==> src/rtl/grayscale_pkg.sv <==
`default_nettype none
// ============================================================================
// Package  : grayscale_pkg
// Purpose  : Shared FSM encoding and fixed-point constants for the RGB to
//            gray frame converter.
// Revision : 1.0 - initial release
// ============================================================================
package grayscale_pkg;

  // Frame controller states
  typedef enum logic [1:0] {
    IDLE  = 2'd0,
    RUN   = 2'd1,
    DRAIN = 2'd2,
    DONE  = 2'd3
  } state_e;

  // Luma weights, scaled so that they sum to 16 (5 + 9 + 2)
  localparam int unsigned COEF_R = 5;
  localparam int unsigned COEF_G = 9;
  localparam int unsigned COEF_B = 2;

  // Half of 2^SHIFT, added before the shift to round half up
  localparam int unsigned ROUND  = 8;
  localparam int unsigned SHIFT  = 4;

  // 16 * 255 = 4080 plus rounding (4088) still fits in 12 bits
  localparam int unsigned SUM_W  = 12;

endpackage : grayscale_pkg
`default_nettype wire

==> src/rtl/gray_core.sv <==
`default_nettype none
// ============================================================================
// Module   : gray_core
// Purpose  : Combinational packed RGB {b,g,r} to 8-bit gray conversion.
//            gray = (5r + 9g + 2b + 8) >> 4
// Revision : 1.0 - initial release
// ============================================================================
module gray_core
  import grayscale_pkg::*;
(
  input  logic [23:0] rgb_i,
  output logic [7:0]  gray_o
);

  logic [SUM_W-1:0] w_r;
  logic [SUM_W-1:0] w_g;
  logic [SUM_W-1:0] w_b;
  logic [SUM_W-1:0] w_sum;
  logic [SUM_W-1:0] w_rounded;
  logic [SUM_W-1:0] w_shifted;

  // Weighted sum with round-half-up; the shifted result never exceeds 255
  always_comb begin
    w_r       = SUM_W'(rgb_i[7:0]);
    w_g       = SUM_W'(rgb_i[15:8]);
    w_b       = SUM_W'(rgb_i[23:16]);
    w_sum     = (w_r * SUM_W'(COEF_R)) + (w_g * SUM_W'(COEF_G)) + (w_b * SUM_W'(COEF_B));
    w_rounded = w_sum + SUM_W'(ROUND);
    w_shifted = w_rounded >> SHIFT;
    gray_o    = w_shifted[7:0];
  end

endmodule : gray_core
`default_nettype wire

==> src/rtl/grayscale_frame_ctrl.sv <==
`default_nettype none
// ============================================================================
// Module   : grayscale_frame_ctrl
// Purpose  : Streams a full frame of RGB pixels from the source memory
//            through gray_core into the destination memory, one pixel per
//            cycle, with a start/busy/done handshake and a read-side hold.
// Revision : 1.0 - initial release
// ============================================================================
module grayscale_frame_ctrl
  import grayscale_pkg::*;
#(
  parameter int unsigned NPIX = 16384,
  parameter int unsigned AW   = 14
) (
  input  logic          clk,
  input  logic          rst,
  input  logic          start,
  input  logic          hold,
  output logic          busy,
  output logic          done,
  output logic          rd_en,
  output logic [AW-1:0] rd_addr,
  input  logic [23:0]   rd_data,
  output logic          wr_en,
  output logic [AW-1:0] wr_addr,
  output logic [7:0]    wr_data
);

  localparam logic [AW-1:0] LAST_ADDR = AW'(NPIX - 1);

  state_e        state_q;
  logic [AW-1:0] cnt_q;
  logic [AW-1:0] cnt_d;
  logic          last_d;
  logic          busy_q;
  logic          done_q;
  logic          rd_en_q;
  logic [AW-1:0] rd_addr_q;

  // Pipeline: stage 1 marks the cycle read data is on rd_data,
  // stage 2 holds the registered write
  logic          v1_q;
  logic [AW-1:0] a1_q;
  logic          wr_en_q;
  logic [AW-1:0] wr_addr_q;
  logic [7:0]    wr_data_q;
  logic [7:0]    w_gray;

  // Next counter value and last-pixel detect for the read sequencer
  always_comb begin
    cnt_d  = cnt_q + AW'(1);
    last_d = (cnt_q == LAST_ADDR);
  end

  // Frame FSM: read sequencing, counter and registered handshake outputs
  always_ff @(posedge clk) begin
    if (rst) begin
      state_q   <= IDLE;
      cnt_q     <= '0;
      busy_q    <= 1'b0;
      done_q    <= 1'b0;
      rd_en_q   <= 1'b0;
      rd_addr_q <= '0;
    end else begin
      case (state_q)
        IDLE: begin
          rd_en_q <= 1'b0;
          done_q  <= 1'b0;
          if (start) begin
            cnt_q   <= '0;
            state_q <= RUN;
            busy_q  <= 1'b1;
          end
        end
        RUN: begin
          if (!hold) begin
            rd_en_q   <= 1'b1;
            rd_addr_q <= cnt_q;
            cnt_q     <= cnt_d;
            if (last_d) begin
              state_q <= DRAIN;
            end
          end else begin
            rd_en_q <= 1'b0;
          end
        end
        DRAIN: begin
          // Wait until the last read has left stage 1 before signalling done
          rd_en_q <= 1'b0;
          if (!rd_en_q && !v1_q) begin
            state_q <= DONE;
            done_q  <= 1'b1;
          end
        end
        DONE: begin
          state_q <= IDLE;
          done_q  <= 1'b0;
          busy_q  <= 1'b0;
        end
        default: begin
          state_q <= IDLE;
          busy_q  <= 1'b0;
          done_q  <= 1'b0;
          rd_en_q <= 1'b0;
        end
      endcase
    end
  end

  gray_core u_gray_core (
    .rgb_i  (rd_data),
    .gray_o (w_gray)
  );

  // Read-to-write pipeline; the write side never stalls, hold only gates reads
  always_ff @(posedge clk) begin
    if (rst) begin
      v1_q      <= 1'b0;
      a1_q      <= '0;
      wr_en_q   <= 1'b0;
      wr_addr_q <= '0;
      wr_data_q <= '0;
    end else begin
      v1_q    <= rd_en_q;
      a1_q    <= rd_addr_q;
      wr_en_q <= v1_q;
      if (v1_q) begin
        wr_addr_q <= a1_q;
        wr_data_q <= w_gray;
      end
    end
  end

  assign busy    = busy_q;
  assign done    = done_q;
  assign rd_en   = rd_en_q;
  assign rd_addr = rd_addr_q;
  assign wr_en   = wr_en_q;
  assign wr_addr = wr_addr_q;
  assign wr_data = wr_data_q;

endmodule : grayscale_frame_ctrl
`default_nettype wire

==> config.mk <==
export PLATFORM = sky130hd
export DESIGN_NAME = grayscale_frame_ctrl
export DESIGN_NICKNAME = d
export VERILOG_FILES = /design/src/rtl/grayscale_pkg.sv /design/src/rtl/gray_core.sv /design/src/rtl/grayscale_frame_ctrl.sv
export SDC_FILE = /design/constraint.sdc
export NUM_CORES = 1
export LEC_CHECK = 0
export ABC_CLOCK_PERIOD_IN_PS = 4600
export BUFFER_PORTS_ARGS = -buffer_cell sky130_fd_sc_hd__buf_4
export CORE_UTILIZATION = 58
export CTS_BUF_LIST = sky130_fd_sc_hd__clkbuf_4 sky130_fd_sc_hd__clkbuf_8
export DETAILED_ROUTE_END_ITERATION = 16
export PLACE_DENSITY = 0.93
export SETUP_SLACK_MARGIN = 0.5
export SLEW_MARGIN = 0
export SYNTH_ARGS = -nofsm -noshare
export SYNTH_HDL_FRONTEND = slang
export SYNTH_HIERARCHICAL = 1
export SYNTH_SLANG_ARGS = --single-unit
==> constraint.sdc <==
create_clock -name clk -period 4.6 [get_ports clk]
set_input_delay 0.23 -clock clk [delete_from_list [all_inputs] [get_ports clk]]
set_output_delay 0.23 -clock clk [all_outputs]
set_load 0.1 [all_outputs]
==> flow_metrics.tcl, run 1 <==
set metrics [dict create \
    grt_setup_unrepaired "false" \
    drc 0 \
    cp-end-kind "flop" \
    grtUsageTotal 0.2611 \
    cap_violations 0 \
    area_growth_pct 19.06 \
    max_freq_ghz 0.2655 \
    die_area_um2 7251 \
    post-place-ws_ps 480.8 \
    rr_worst_depth 5 \
    nNetsFinal 577 \
    yosys_warnings 6 \
    die_y_um 85.15 \
    synthArstFlopShare 0 \
    die_w_um 85.15 \
    vias 3192 \
    startpoint_type "input pin" \
    drt_first_pass_iters 4 \
    wire_per_inst_um 15.31 \
    grt_max_degree 62 \
    setup_ws_ps 833.5 \
    holdPathStages 3 \
    wirelength_um 8755 \
    place.detailed.hpwl_um 6512 \
    p_per_area_nw_per_um2 466.5 \
    period_share 0.8188 \
    crit_chain "buf_4 -> ha_1 -> inv_1 -> fa_1 -> inv_1 -> fa_1 -> inv_1 -> fa_1 -> inv_1 -> ha_1 -> a211oi_1 -> o21bai_1 -> a22o_1 -> a211o_1 -> mux2i_1 -> nor2_1" \
    avgViaCountPerCell 5.580 \
    tightestPinTransition_ps 1063 \
    reg2reg_to "cnt_q[1]" \
    grt_overflow 0 \
    period_minus_slack_ps 3767 \
    start_util 0.6174 \
    cts_buffer_depth 2 \
    cpPeakStageDelay_ps 540 \
    p_leak_nw 2.090 \
    cts_made_buffers 9 \
    post_cts_buffers 0 \
    ioPinCount 68 \
    insertion_delay_ps 350 \
    synth_seq_cells 71 \
    hold_buffers 0 \
    hp-class "in -> reg" \
    power.total_mw 2.227 \
    setup_viol 0 \
    std_cell_rows 29 \
    antenna_found_initial 0 \
    cp_top_family "adder cells" \
    synth.net_count 514 \
    critPathMaxFanout 8 \
    drive_gt1_frac 0.1960 \
    drt_iter0_markers 124 \
    crit_cells 16 \
    cp_slowest_cell "fa_1" \
    synth_ff_type "dfxtp_1" \
    fin_worst_skew_ps 7.760 \
    io_buffers 67 \
    path_class "in -> reg" \
    path_clk_slew_ps 70 \
    drv_slew 0 \
    avgSynthCellArea_um2 9.391 \
    synth_top_area_frac 0.3544 \
    synth_edf_count 0 \
    placed_area_um2 4544 \
    htreeDepth 3 \
    root_buffer "clkbuf_8" \
    syn_inst 427 \
    yosysTopAreaCell "dfxtp_1" \
    place_congestion 0.8750 \
    whs_ps 251.5 \
    status "finished clean" \
    worstPathArrival_ps 3980 \
    yosysUniqueCellTypes 56 \
    cts.sinks 71 \
    r2r_slack_ps 2400 \
    tritoncts "built" \
    seq_area_frac_synth 0.3544 \
    coreArea_um2 6495 \
    final-hold-violation-count 0 \
    grt_pass1_wl_um 14850 \
    cts_resized 0 \
    peakVddDrop_mv 0.2830 \
    fin_area_um2 4775 \
    path_buf_inv 5 \
    min_to "cnt_q[1]" \
    relSlewSlack 0.2898 \
    crit_top_cell "inv_1" \
    timing.rr.start "state_q[1]" \
    diodes 0 \
    syn_area_um2 4010 \
    drtAntennaViolNets 0 \
    critPathRequiredTime_ps 4810 \
    hp-start "start" \
    setup_tns_ps 0 \
    grt_pass1_vias 3330 \
    yosys-top-cells-area "dfxtp_1 35%, ha_1 12%, fa_1 10%" \
]
## stage by stage
stage / std cells / util
global placement: 556 / 0.6997
global route: 572 / 0.7351
floorplan: 427 / -
finish: 572 / 0.7351
CTS: 572 / 0.7351
detailed placement: 556 / 0.6997
## Yosys cell counts, types with 2 or more instances
cell,n
dfxtp_1,71
inv_1,50
ha_1,39
nand2_1,39
nor2_1,36
a21oi_1,30
mux2i_1,22
fa_1,20
nor2b_1,19
clkbuf_1,10
o21ai_0,9
nand4_1,5
xnor2_1,5
xor2_1,5
buf_2,4
nand2b_1,4
nand3_1,4
or4_1,4
a211oi_1,3
and3_1,3
nor3_1,3
o31ai_1,3
a21o_1,2
buf_4,2
nor3b_1,2
o211ai_1,2
or3_1,2
## routing by layer
layer	global-route usage	vias up	wire length [um]
met5	0	-	0
li1	-	1556	-
met1	0.2919	1525	3470
met3	0.05447	23	338
met2	0.4831	88	4704
met4	0.1032	0	241
## sequential cells by signal (all words and copies together), names as in the netlist
register / flops
cnt_q: 14
wr_addr: 14
done: 1
rd_en: 1
v1_q: 1
busy: 1
state_q: 2
wr_data: 8
rd_addr: 14
a1_q: 14
wr_en: 1
## how the worst max path moves through the flow
stage	start	endpoint	slack (ps)
CTS	rd_data[6]	wr_data[7]	850
floorplan	rd_data[2]	wr_data[7]	800
finish	rd_data[6]	wr_data[7]	830
global placement	rd_data[2]	wr_data[7]	580
global route	rd_data[6]	wr_data[7]	610
detailed placement	rd_data[6]	wr_data[7]	480
## cells in the final DEF, fill, tap and decap left out, types with 5 or more instances in the layout
cell type and n:
a21oi_1 30, buf_4 68, clkbuf_8 10, dfxtp_1 71
fa_1 20, ha_1 39, inv_1 50, mux2i_1 22
nand2_1 39, nand4_1 5, nor2_1 36, nor2b_1 19
o21ai_0 9, xnor2_1 5, xor2_1 5
## worst min-delay path, cell delays in order
cell     delay [ps]
buf_4           120
a31oi_1         100
a21oi_1         110
## layout make-up
cell class              count  area [um2]
clock buffers              10       137.6
clock inverters             6       92.59
fillers                   435        1720
inverters                  50       187.7
multi-input cells         290        2328
flip-flops and latches     71        1421
well taps                  77       96.34
repair buffers             68       510.5
## where the power goes
part | total [mW] | internal, mW | leakage (nW) | switching [mW]
logic | 1.00 | 0.391 | 1.41 | 0.612
clock network | 0.559 | 0.323 | 0.109 | 0.237
registers | 0.665 | 0.641 | 0.573 | 0.0244
total | 2.23 | 1.35 | 2.09 | 0.873
## logic make-up (layout without fill, tap and decap cells)
| kind of cell | after synthesis | count (layout) | synth area share |
|---|---|---|---|
| AND/OR/NAND/NOR | 133 | 133 | 0.1688 |
| buffers and inverters | 66 | 134 | 0.06490 |
| flip-flops | 71 | 71 | 0.3544 |
| XOR/XNOR | 10 | 10 | 0.02184 |
| AO/OA/AOI/OAI | 65 | 65 | 0.1108 |
| multiplexers | 23 | 23 | 0.05772 |
| adder cells (fa/ha/maj) | 59 | 59 | 0.2215 |
Power figures use the tool's default switching activity.
==> run 2, diff against run 1 <==
--- a/config.mk
+++ b/config.mk
@@ -5,12 +5,12 @@
 export SDC_FILE = /design/constraint.sdc
 export NUM_CORES = 1
 export LEC_CHECK = 0
-export ABC_CLOCK_PERIOD_IN_PS = 4600
+export ABC_CLOCK_PERIOD_IN_PS = 3300
 export BUFFER_PORTS_ARGS = -buffer_cell sky130_fd_sc_hd__buf_4
-export CORE_UTILIZATION = 58
+export CORE_UTILIZATION = 53
 export CTS_BUF_LIST = sky130_fd_sc_hd__clkbuf_4 sky130_fd_sc_hd__clkbuf_8
 export DETAILED_ROUTE_END_ITERATION = 16
-export PLACE_DENSITY = 0.93
+export PLACE_DENSITY = 0.9
 export SETUP_SLACK_MARGIN = 0.5
 export SLEW_MARGIN = 0
 export SYNTH_ARGS = -nofsm -noshare
==> constraint.sdc (replaced) <==
create_clock -name clk -period 3.3 [get_ports clk]
set_input_delay 0.165 -clock clk [delete_from_list [all_inputs] [get_ports clk]]
set_output_delay 0.165 -clock clk [all_outputs]
set_load 0.1 [all_outputs]
==> run 2 against run 1 <==
Effect of this change:
- the run now ends with setup timing left
- combinational power up 110%
- cell count up 9.6%
- clock skew up 2.7 ps
- sequential cell count unchanged
- largest cell class unchanged
- non-clock buffer count up 33
- global-route usage up 2.7 points
- design area up 12%
- critical path depth unchanged
==> flow_metrics.tcl, run 2 (synthesis results as in run 1) <==
set metrics [dict create \
    status "finished, violations left" \
    violations "setup timing" \
    rr_worst_depth 5 \
    insertion_delay_ps 350 \
    whs_ps 153.4 \
    grt_pass1_vias 3533 \
    root_buffer "clkbuf_8" \
    p_leak_nw 2.261 \
    period_minus_slack_ps 3550 \
    tritoncts "built" \
    cap_violations 0 \
    period_share 1.076 \
    cts_buffer_depth 2 \
    final_cell_mix "86 x buf_4, 71 x dfxtp_1, 39 x nand2_1" \
    startpoint_type "input pin" \
    place.detailed.hpwl_um 6839 \
    hold_buffers 0 \
    place_congestion 0.8072 \
    die_y_um 88.99 \
    relSlewSlack 0.2745 \
    path_class "in -> reg" \
    coreArea_um2 7292 \
    worstPathArrival_ps 3770 \
    grtUsageTotal 0.2883 \
    p_per_area_nw_per_um2 696.2 \
    drtAntennaViolNets 0 \
    cts.sinks 71 \
    cts_made_buffers 9 \
    path_clk_slew_ps 80 \
    area_growth_pct 33.14 \
    holdPathStages 3 \
    finish.utilization 0.7322 \
    tightestPinTransition_ps 1086 \
    grt_pass1_wl_um 16990 \
    wirelength_um 11020 \
    hp-class "in -> reg" \
    setup_viol 7 \
    drc 0 \
    post-place-ws_ps -533.9 \
    drt_iter0_markers 145 \
    ioPinCount 68 \
    nNetsFinal 610 \
    grt_max_degree 62 \
    htreeDepth 3 \
    vias 3449 \
    final_common_cell "buf_4" \
    io_buffers 67 \
    fin_worst_skew_ps 10.44 \
    grt_setup_unrepaired "true" \
    drive_gt1_frac 0.3144 \
    std_cell_rows 31 \
    cp-end-kind "flop" \
    critPathRequiredTime_ps 3520 \
    drv_slew 0 \
    final-hold-violation-count 0 \
    setup_ws_ps -250.5 \
    die_area_um2 7918 \
    antenna_found_initial 0 \
    grt_overflow 0 \
    max_freq_ghz 0.2817 \
    drt_first_pass_iters 4 \
    critPathMaxFanout 7 \
    diodes 0 \
    die_w_um 88.99 \
    avgViaCountPerCell 5.501 \
    start_util 0.5499 \
    peakVddDrop_mv 0.5099 \
    wire_per_inst_um 17.58 \
]
[run 2: cell types whose count changed in the layout (fill, tap and decap cells not counted), moves of 12 or more]
cell	previous run	this run
buf_6	0	12
ha_4	0	15
buf_4	68	86
ha_1	39	24
inv_1	50	36
inv_2	0	14
[run 2: worst paths after layout]
path / slack, ps / end / startpoint
setup / recovery: -250 / wr_data[7] / rd_data[5]
hold / removal: 150 / cnt_q[1] / start
setup reg to reg: 1100 / rd_addr[13] / state_q[1]
hold reg to reg: 480 / wr_addr[5] / a1_q[5]
[run 2: metrics by stage]
step,cell area (um2),TNS (ps),std cells,power (mW)
after floorplan,4096,-469.6,427,2.152
after global placement,4862,-1996,606,2.524
after detailed placement,4862,-2774,606,2.636
after CTS,5229,-137.7,623,3.480
after global routing,5339,-2596,627,3.923
final,5339,-1199,627,3.717
[run 2: per-layer routing]
layer | up-vias | routed length (um) | GRT usage | part of all wire
met4 | 0 | 418 | 0.1746 | 0.038
met5 | - | 0 | 0 | 0
met2 | 123 | 5881 | 0.4937 | 0.53
met3 | 44 | 716 | 0.09049 | 0.065
met1 | 1657 | 4007 | 0.3137 | 0.36
li1 | 1625 | - | - | -
[run 2: repair_timing]
action                     CTS  global route
setup buffers                1             4
resized for setup           31            20
setup endpoints to repair    8             8
pin swaps                   22            10
[run 2: power breakdown]
part | total, mW | internal, mW | leakage, nW | switching (mW)
combinational | 2.09 | 0.939 | 1.59 | 1.15
clock | 0.699 | 0.363 | 0.101 | 0.336
sequential | 0.926 | 0.893 | 0.573 | 0.0334
total | 3.72 | 2.19 | 2.26 | 1.52
[run 2: area by class of cell]
cell class,count,area (um2)
fillers,507,1953
clock buffers,10,131.4
multi-input cells,290,2580
well taps,99,123.9
flip-flops and latches,71,1421
clock inverters,6,68.82
repair buffers,101,825.8
inverters,50,187.7
[run 2: critical path: stages]
cell,delay [ps]
buf_8,100
ha_4,250
inv_2,30
fa_1,520
inv_2,50
fa_1,500
inv_1,70
fa_1,510
inv_2,50
ha_4,230
and4_4,150
a221o_2,450
a22o_1,220
a211o_1,260
mux2i_1,140
nor2_1,60
==> run 3, diff against run 2 <==
--- a/config.mk
+++ b/config.mk
@@ -10,7 +10,7 @@
 export CORE_UTILIZATION = 53
 export CTS_BUF_LIST = sky130_fd_sc_hd__clkbuf_4 sky130_fd_sc_hd__clkbuf_8
 export DETAILED_ROUTE_END_ITERATION = 16
-export PLACE_DENSITY = 0.9
+export PLACE_DENSITY = 0.76
 export SETUP_SLACK_MARGIN = 0.5
 export SLEW_MARGIN = 0
 export SYNTH_ARGS = -nofsm -noshare
==> run 3 against run 2 <==
Effect of this change:
- setup slack improved by 100 ps
- register-to-register slack improved by 90 ps
- the run still ends with setup timing left
- clock power increased by 22%
- combinational power decreased by 2%
- power increased by 3.1%
- cell count decreased by 0.32%
- clock skew increased by 2.1 ps
- non-clock buffer count decreased by 2
- first-iteration DRC count decreased by 41%
- utilization increased by 0.70 points
- count of clock-buffer cells in the layout increased by 1
==> flow_metrics.tcl, run 3 (synthesis results as in run 1) <==
set metrics [dict create \
    std_cell_rows 31 \
    place_congestion 0.8064 \
    wirelength_um 8913 \
    drv_slew 0 \
    p_leak_nw 2.297 \
    period_minus_slack_ps 3449 \
    crit_chain "buf_8 -> ha_4 -> inv_2 -> fa_1 -> inv_2 -> fa_1 -> inv_1 -> fa_1 -> inv_2 -> ha_4 -> and4_4 -> a221o_2 -> a22o_1 -> a211o_1 -> mux2i_1 -> nor2_1" \
    area_growth_pct 34.41 \
    final_cell_mix "85 x buf_4, 71 x dfxtp_1, 39 x nand2_1" \
    die_y_um 88.99 \
    period_share 1.045 \
    cap_violations 0 \
    start_util 0.5499 \
    cp_slowest_cell "fa_1" \
    drive_gt1_frac 0.3118 \
    antenna_found_initial 0 \
    fin_worst_skew_ps 12.57 \
    worstPathArrival_ps 3640 \
    tightestPinTransition_ps 608.7 \
    p_per_area_nw_per_um2 710.6 \
    critPathMaxFanout 7 \
    drt_first_pass_iters 4 \
    cts_made_buffers 9 \
    root_buffer "clkbuf_8" \
    timing.rr.start "state_q[1]" \
    ioPinCount 68 \
    fin_area_um2 5390 \
    io_buffers 67 \
    die_w_um 88.99 \
    violations "setup timing" \
    diodes 0 \
    path_class "in -> reg" \
    startpoint_type "input pin" \
    final-hold-violation-count 0 \
    status "finished, violations left" \
    hold_buffers 0 \
    placed_area_um2 4862 \
    drc 0 \
    grt_pass1_wl_um 13860 \
    critPathLaunch "rd_data[5]" \
    hp-start "start" \
    cts_buffer_depth 2 \
    setup_viol 4 \
    nNetsFinal 608 \
    vias 3246 \
    grt_setup_unrepaired "true" \
    setup_ws_ps -149.3 \
    place.detailed.hpwl_um 6051 \
    cts.sinks 71 \
    post-place-ws_ps -464.7 \
    path_clk_slew_ps 70 \
    cpPeakStageDelay_ps 500 \
    wire_per_inst_um 14.26 \
    insertion_delay_ps 330 \
    whs_ps 197.7 \
    finish.utilization 0.7392 \
    relSlewSlack 0.5942 \
    grt_max_degree 62 \
    final_common_cell "buf_4" \
    max_freq_ghz 0.2899 \
    coreArea_um2 7292 \
    die_area_um2 7918 \
    grt_overflow 0 \
    htreeDepth 3 \
    hp-class "in -> reg" \
    drt_iter0_markers 86 \
    drtAntennaViolNets 0 \
    grtUsageTotal 0.2269 \
    peakVddDrop_mv 0.4437 \
    tritoncts "built" \
    critPathRequiredTime_ps 3490 \
    avgViaCountPerCell 5.194 \
    grt_pass1_vias 3080 \
    cp-end-kind "flop" \
]
-- run 3: cell types whose count changed in the layout (fill, tap and decap cells not counted), moves of 2 or more --
| cell | delta |
|---|---|
| ha_1 | +2 |
| inv_2 | -3 |
| inv_4 | +2 |
| clkbuf_8 | +2 |
| inv_6 | -2 |
| xnor2_1 | -2 |
| bufinv_16 | +2 |
| xnor2_2 | +2 |
| ha_4 | -2 |
-- run 3: worst paths after layout --
kind                      end  slack [ps]  cells past startpoint
hold reg to reg   rd_addr[12]         470                      2
setup reg to reg     cnt_q[4]        1190                      6
hold / removal       cnt_q[1]         200                      3
setup / recovery   wr_data[7]        -150                     16
-- run 3: area by class of cell --
class / count / area [um2]
clock buffers: 11 / 151.4
clock inverters: 5 / 103.9
fillers: 505 / 1902
inverters: 50 / 192.7
multi-input cells: 290 / 2590
flip-flops and latches: 71 / 1421
well taps: 99 / 123.9
repair buffers: 99 / 807.0
-- run 3: metal layers --
layer / vias to the layer above / track usage / routed length [um]
met5: - / 0 / 0
met4: 0 / 0.06205 / 153
met3: 16 / 0.04709 / 267
met2: 62 / 0.4014 / 4498
met1: 1544 / 0.2818 / 3995
li1: 1624 / - / -
-- run 3: stage by stage --
| step | instances | setup TNS [ps] | power (mW) |
|---|---|---|---|
| after floorplan | 427 | -469.6 | 2.152 |
| after detailed placement | 606 | -2571 | 2.563 |
| after global routing | 625 | -990.3 | 4.053 |
| final | 625 | -442.1 | 3.830 |
| after global placement | 606 | -2078 | 2.518 |
| after CTS | 625 | -267.8 | 3.583 |
-- run 3: repair_timing --
item                                    in CTS  in global routing
gates resized for setup                     20                 34
pin swaps                                   11                 15
buffers inserted                             3                  0
endpoints found under the setup margin       8                  8
-- run 3: worst max-delay path, delay by kind of cell --
kind	cells	cell delay [ps]
buffers and inverters	5	270
and+or+nand+nor	2	200
adders and majority gates	5	1930
muxes	1	130
AOI/OAI and AO/OA	3	940
-- run 3: power by group --
group / switching, mW / internal (mW) / leakage [nW] / total [mW]
combinational: 1.11 / 0.939 / 1.59 / 2.05
sequential: 0.0329 / 0.893 / 0.573 / 0.926
clock: 0.307 / 0.544 / 0.130 / 0.851
total: 1.45 / 2.38 / 2.30 / 3.83
